===== src/rtl/ifft_butterfly_5.sv =====
// rtl/ifft_butterfly_5.sv - pipelined radix-2 DIF inverse butterfly, optional Y clamp via IFFT_BF_SAT_EN
module ifft_butterfly_5 #(
    parameter int DW      = 12,
    parameter int TW      = 12,
    parameter int TW_FRAC = 10
) (
    input  logic                 clk,
    input  logic                 rst,
    input  logic                 in_valid,
    output logic                 in_ready,
    input  logic [2:0]           index,
    input  logic signed [DW-1:0] a_re,
    input  logic signed [DW-1:0] a_im,
    input  logic signed [DW-1:0] b_re,
    input  logic signed [DW-1:0] b_im,
    output logic                 out_valid,
    input  logic                 out_ready,
    output logic [2:0]           out_index,
    output logic signed [DW-1:0] x_re,
    output logic signed [DW-1:0] x_im,
    output logic signed [DW-1:0] y_re,
    output logic signed [DW-1:0] y_im
);
    localparam int SW = DW + 1;
    localparam int PW = DW + TW + 2;
    localparam logic signed [PW-1:0] RND   = PW'(1 << TW_FRAC);
    localparam logic signed [PW-1:0] Y_MAX = PW'((1 << (DW - 1)) - 1);
    localparam logic signed [PW-1:0] Y_MIN = -PW'(1 << (DW - 1));

    logic                 adv;
    logic                 s1_valid;
    logic [2:0]           s1_index;
    logic signed [SW-1:0] s1_s_re, s1_s_im, s1_d_re, s1_d_im;
    logic signed [TW-1:0] s1_c, s1_sn;
    logic                 s2_valid;
    logic signed [TW-1:0] tw_c, tw_sn;
    logic signed [SW-1:0] xt_re, xt_im;
    logic signed [PW-1:0] p_re, p_im, r_re, r_im;
    logic signed [DW-1:0] yn_re, yn_im;

    // One advance signal moves every stage at once, so order is always preserved
    assign adv       = !s2_valid || out_ready;
    assign in_ready  = adv;
    assign out_valid = s2_valid;

    // Conjugate twiddle ROM: cos and +sin of 2*pi*k/16 in Q1.10
    always_comb begin
        tw_c  = TW'(1024);
        tw_sn = TW'(0);
        case (index)
            3'd0: begin tw_c = TW'(1024);  tw_sn = TW'(0);    end
            3'd1: begin tw_c = TW'(946);   tw_sn = TW'(392);  end
            3'd2: begin tw_c = TW'(724);   tw_sn = TW'(724);  end
            3'd3: begin tw_c = TW'(392);   tw_sn = TW'(946);  end
            3'd4: begin tw_c = TW'(0);     tw_sn = TW'(1024); end
            3'd5: begin tw_c = -TW'(392);  tw_sn = TW'(946);  end
            3'd6: begin tw_c = -TW'(724);  tw_sn = TW'(724);  end
            3'd7: begin tw_c = -TW'(946);  tw_sn = TW'(392);  end
            default: begin tw_c = TW'(1024); tw_sn = TW'(0); end
        endcase
    end

    // Stage 1: full-width sum/difference, index and twiddle captured with the beat
    always_ff @(posedge clk) begin
        if (rst) begin
            s1_valid <= 1'b0;
            s1_index <= '0;
            s1_s_re  <= '0;
            s1_s_im  <= '0;
            s1_d_re  <= '0;
            s1_d_im  <= '0;
            s1_c     <= '0;
            s1_sn    <= '0;
        end else if (adv) begin
            s1_valid <= in_valid;
            if (in_valid) begin
                s1_index <= index;
                s1_s_re  <= SW'(a_re) + SW'(b_re);
                s1_s_im  <= SW'(a_im) + SW'(b_im);
                s1_d_re  <= SW'(a_re) - SW'(b_re);
                s1_d_im  <= SW'(a_im) - SW'(b_im);
                s1_c     <= tw_c;
                s1_sn    <= tw_sn;
            end
        end
    end

    // Halving with round-half-up for X; complex multiply by conj(W) then round for Y
    always_comb begin
        xt_re = (s1_s_re + SW'(1)) >>> 1;
        xt_im = (s1_s_im + SW'(1)) >>> 1;
        p_re  = PW'(s1_d_re) * PW'(s1_c) - PW'(s1_d_im) * PW'(s1_sn);
        p_im  = PW'(s1_d_re) * PW'(s1_sn) + PW'(s1_d_im) * PW'(s1_c);
        r_re  = (p_re + RND) >>> (TW_FRAC + 1);
        r_im  = (p_im + RND) >>> (TW_FRAC + 1);
`ifdef IFFT_BF_SAT_EN
        yn_re = (r_re > Y_MAX) ? Y_MAX[DW-1:0] : (r_re < Y_MIN) ? Y_MIN[DW-1:0] : r_re[DW-1:0];
        yn_im = (r_im > Y_MAX) ? Y_MAX[DW-1:0] : (r_im < Y_MIN) ? Y_MIN[DW-1:0] : r_im[DW-1:0];
`else
        yn_re = r_re[DW-1:0];
        yn_im = r_im[DW-1:0];
`endif
    end

    // Stage 2: output registers, held while the downstream stalls
    always_ff @(posedge clk) begin
        if (rst) begin
            s2_valid  <= 1'b0;
            out_index <= '0;
            x_re      <= '0;
            x_im      <= '0;
            y_re      <= '0;
            y_im      <= '0;
        end else if (adv) begin
            s2_valid <= s1_valid;
            if (s1_valid) begin
                out_index <= s1_index;
                x_re      <= xt_re[DW-1:0];
                x_im      <= xt_im[DW-1:0];
                y_re      <= yn_re;
                y_im      <= yn_im;
            end
        end
    end

endmodule

===== config.mk =====
export PLATFORM = sky130hd
export DESIGN_NAME = ifft_butterfly_5
export DESIGN_NICKNAME = d
export VERILOG_FILES = /design/src/rtl/ifft_butterfly_5.sv
export SDC_FILE = /design/constraint.sdc
export NUM_CORES = 2
export LEC_CHECK = 0
export ABC_CLOCK_PERIOD_IN_PS = 6250
export CAP_MARGIN = 10
export CORE_MARGIN = 2
export CORE_UTILIZATION = 55
export DETAILED_ROUTE_END_ITERATION = 7
export PLACE_DENSITY = 0.8
export SLEW_MARGIN = 20
export SYNTH_ARGS = -nofsm -noshare
export SYNTH_HDL_FRONTEND = slang
export SYNTH_SLANG_ARGS = --single-unit

===== constraint.sdc =====
create_clock -name clk -period 6.25 [get_ports clk]
set_clock_uncertainty 0.2 [all_clocks]
set_input_delay 0.9375 -clock clk [delete_from_list [all_inputs] [get_ports clk]]
set_output_delay 0.9375 -clock clk [all_outputs]
set_load 0.01 [all_outputs]

==> impl_metrics.yaml <==
clock_tree:
  insertion_delay_ns: 0.45
  hold_buffers: 0
  h-tree-depth: 4
  clock_tree.root_cell: "clkbuf_16"
  path_clk_slew_ns: 0.07
  cts_tree: "done"
  clockBufferDepth: 2
  cts_made_buffers: 17
  numClockSinks: 121
final_layout:
  multi_input_area_sq_mm: 0.02097
  final_util_pct: 67.46
  layout-drive-gt1-share_pct: 16.45
  layout_commonest_cell: "inv_1"
  n_fill_cell: 3413
  syn_to_final_growth_pct: 20.43
  final_nets: 4120
  fin_area_sq_mm: 0.03154
  n_antenna_cell: 0
  regArea_sq_mm: 0.002499
  mostFrequentLayoutCells: "inv_1 (742), fa_1 (513), buf_4 (306)"
detailed_routing:
  drtIter0Drc: 1409
  antenna_left: 0
  drt_drc_violations_left: 0
  finalWirelength_mm: 72.74
  wl_per_cell_um: 18.76
  vias_per_cell: 5.391
  first_pass_iters: 7
  via_count: 20906
synthesis:
  synthArstFlopShare_pct: 0
  synthFlopType: "dfxtp_1"
  syn-cell-area_sq_mm: 0.02619
  synth_nets: 3781
  syn_area_per_cell_sq_um: 8.972
  seq_area_frac_synth_pct: 9.249
  syn_inst: 2919
  synth-edff-count: 0
  synth.ff_latch_count: 121
  synth_cell_type_count: 60
  yosysWarningCount: 0
grt:
  grt_max_degree: 62
  antenna_found_initial: 0
  overflow: 0
  grt_pass1_wl_mm: 117.5
  grt_pass1_vias: 23401
  track_usage_pct: 30.45
sta:
  post-route-period-util_pct: 105.5
  finalMaxSlewViolations: 0
  worstMarginPinSlew_ns: 1.057
  finalHoldViolCount: 0
  period_minus_slack_ns: 6.596
  fmax_mhz: 151.6
  holdWs_ns: 0.2525
  relSlewSlack_pct: 28.63
  setup_viol: 16
  rsz0062_at_grt: "yes"
  layout_setup_ws_ns: -0.3459
placed_design:
  io_buffers: 107
  dpl_cell_area_sq_mm: 0.03012
  post-place-ws_ns: -0.5270
  globalplace.congestion: 0.9557
  dp_hpwl_mm: 59.24
floorplan:
  ioPinCount: 108
  num_rows: 79
  die_y_um: 222.2
  fp.dieW_um: 222.2
  coreArea_sq_mm: 0.04675
  start_util_pct: 56.01
  die-area_sq_mm: 0.04938
power_and_ir_drop:
  peakVddDrop_uv: 570.8
  leakage_nw: 15.97
  powerDensity_mw_per_mm2: 291.5
setup_path:
  reg2reg_from: "s1_sn[5]$_SDFFE_PP0P_"
  endpoint_kind: "register"
  cp-start-kind: "register"
  critical_path_arrival_ns: 6.77
  cp.required_ns: 6.42
  worst-r2r-cell-count: 22
  crit_fanout: 12
  critical_path_class: "register to register"
  timing.rr.end: "y_im[9]$_SDFFE_PP0P_"
  reg2reg_setup_slack_ns: -0.35
hold_path:
  hp-start: "y_re[0]$_SDFFE_PP0P_"
  holdPathStages: 2
  min_to: "y_re[0]$_SDFFE_PP0P_"
  hold_path_class: "register to register"
run:
  cap_violations: 0
outcome:
  failed_checks: "setup timing"
  run_status: "finished, violations left"
==> kinds of logic after synthesis <==
kind of cell	after synthesis	synth area share, %
flops	121	9.249
fa+ha+maj	807	53.83
buf+inv	879	12.60
xor+xnor	109	3.645
mux	5	0.1911
simple gates	735	13.88
compound gates	263	6.603
==> report_power, final <==
group | leakage [nW] | internal, mW | switching (mW)
Sequential | 1.01 | 0.869 | 0.112
Clock | 0.297 | 0.652 | 0.429
Combinational | 14.7 | 3.50 | 3.63
Total | 16.0 | 5.03 | 4.17
==> how the worst max path moves through the flow <==
| stage | endpoint | from | cells past startpoint |
|---|---|---|---|
| 2_1_floorplan | y_im[9]$_SDFFE_PP0P_ | s1_d_im[6]$_SDFFE_PP0P_ | 21 |
| 3_3_place_gp | y_im[9]$_SDFFE_PP0P_ | s1_d_re[8]$_SDFFE_PP0P_ | 22 |
| 3_5_place_dp | y_im[9]$_SDFFE_PP0P_ | s1_d_re[6]$_SDFFE_PP0P_ | 22 |
| 4_1_cts | y_im[9]$_SDFFE_PP0P_ | s1_sn[6]$_SDFFE_PP0P_ | 23 |
| 5_1_grt | y_im[9]$_SDFFE_PP0P_ | s1_d_re[7]$_SDFFE_PP0P_ | 23 |
| 6_report | y_im[9]$_SDFFE_PP0P_ | s1_sn[5]$_SDFFE_PP0P_ | 22 |
==> area by class of cell <==
type | count | share of cell area, %
Inverter | 756 | 9.021
Sequential cell | 121 | 7.922
Clock buffer | 19 | 1.436
Multi-Input combinational cell | 1919 | 66.49
Timing Repair Buffer | 443 | 12.18
Tap cell | 607 | 2.408
Clock inverter | 13 | 0.5355
==> synthesized netlist by cell type (5+ instances only) <==
cell | number | area (sq um)
buf_1 | 5 | 18.77
mux2i_1 | 5 | 50.05
a21o_1 | 10 | 75.07
nand2b_1 | 20 | 125.1
nand4_1 | 7 | 43.79
nor3_1 | 35 | 175.2
ha_1 | 274 | 3428
dfxtp_1 | 121 | 2422
or3_1 | 12 | 75.07
nor2b_1 | 21 | 131.4
o211ai_1 | 8 | 60.06
fa_1 | 533 | 10670
nand3_1 | 37 | 185.2
o21bai_1 | 8 | 60.06
o21ai_0 | 44 | 220.2
or2_2 | 6 | 37.54
clkbuf_1 | 118 | 442.9
o21a_1 | 5 | 37.54
and3_1 | 18 | 112.6
and2_1 | 207 | 1295
nand2_1 | 263 | 987.2
a31oi_1 | 8 | 50.05
xor2_1 | 22 | 192.7
inv_1 | 755 | 2834
a211oi_1 | 53 | 397.9
nor2_1 | 94 | 352.8
xnor2_1 | 87 | 762.0
a21oi_1 | 84 | 420.4
==> per-layer routing <==
layer  share of wire, %  GRT usage [%]
met1                 38          37.45
met2                 50          52.49
met3                6.7          3.980
met4                5.6          16.00
met5                  0              0
==> sequential cells by signal (all words and copies together) (netlist names), 12 cells and up <==
name,cells
s1_d_im,13
s1_s_im,12
y_im,12
y_re,12
x_re,12
s1_s_re,13
s1_d_re,12
x_im,12
==> critical path, cell delays in order (launching register included) <==
cell and delay (ns):
dfxtp_2 0.33, buf_12 0.15, and2_4 0.18, fa_1 0.51
fa_1 0.55, inv_1 0.06, fa_2 0.39, fa_1 0.55
inv_1 0.06, fa_1 0.51, fa_1 0.54, inv_1 0.06
fa_1 0.48, inv_1 0.04, ha_2 0.16, or3_4 0.37
a2111o_1 0.41, a21oi_2 0.17, nor2_4 0.07, a41oi_4 0.24
a21boi_2 0.11, a211o_1 0.24, a21oi_2 0.12
==> repair_timing <==
action | CTS | global route
gates resized for setup | 100 | 87
buffers inserted | 16 | 13
pin swaps | 27 | 62
endpoints found under the setup margin | 24 | 24
==> metrics by stage <==
step	power, mW	instances	setup TNS, ns
6_report	9.195	3878	-3.154
3_3_place_gp	6.922	3818	-4.680
2_1_floorplan	4.978	2919	-0.006809
5_1_grt	9.961	3878	-6.767
3_5_place_dp	7.166	3818	-8.112
4_1_cts	8.649	3865	-2.130
Power figures use the tool's default switching activity.
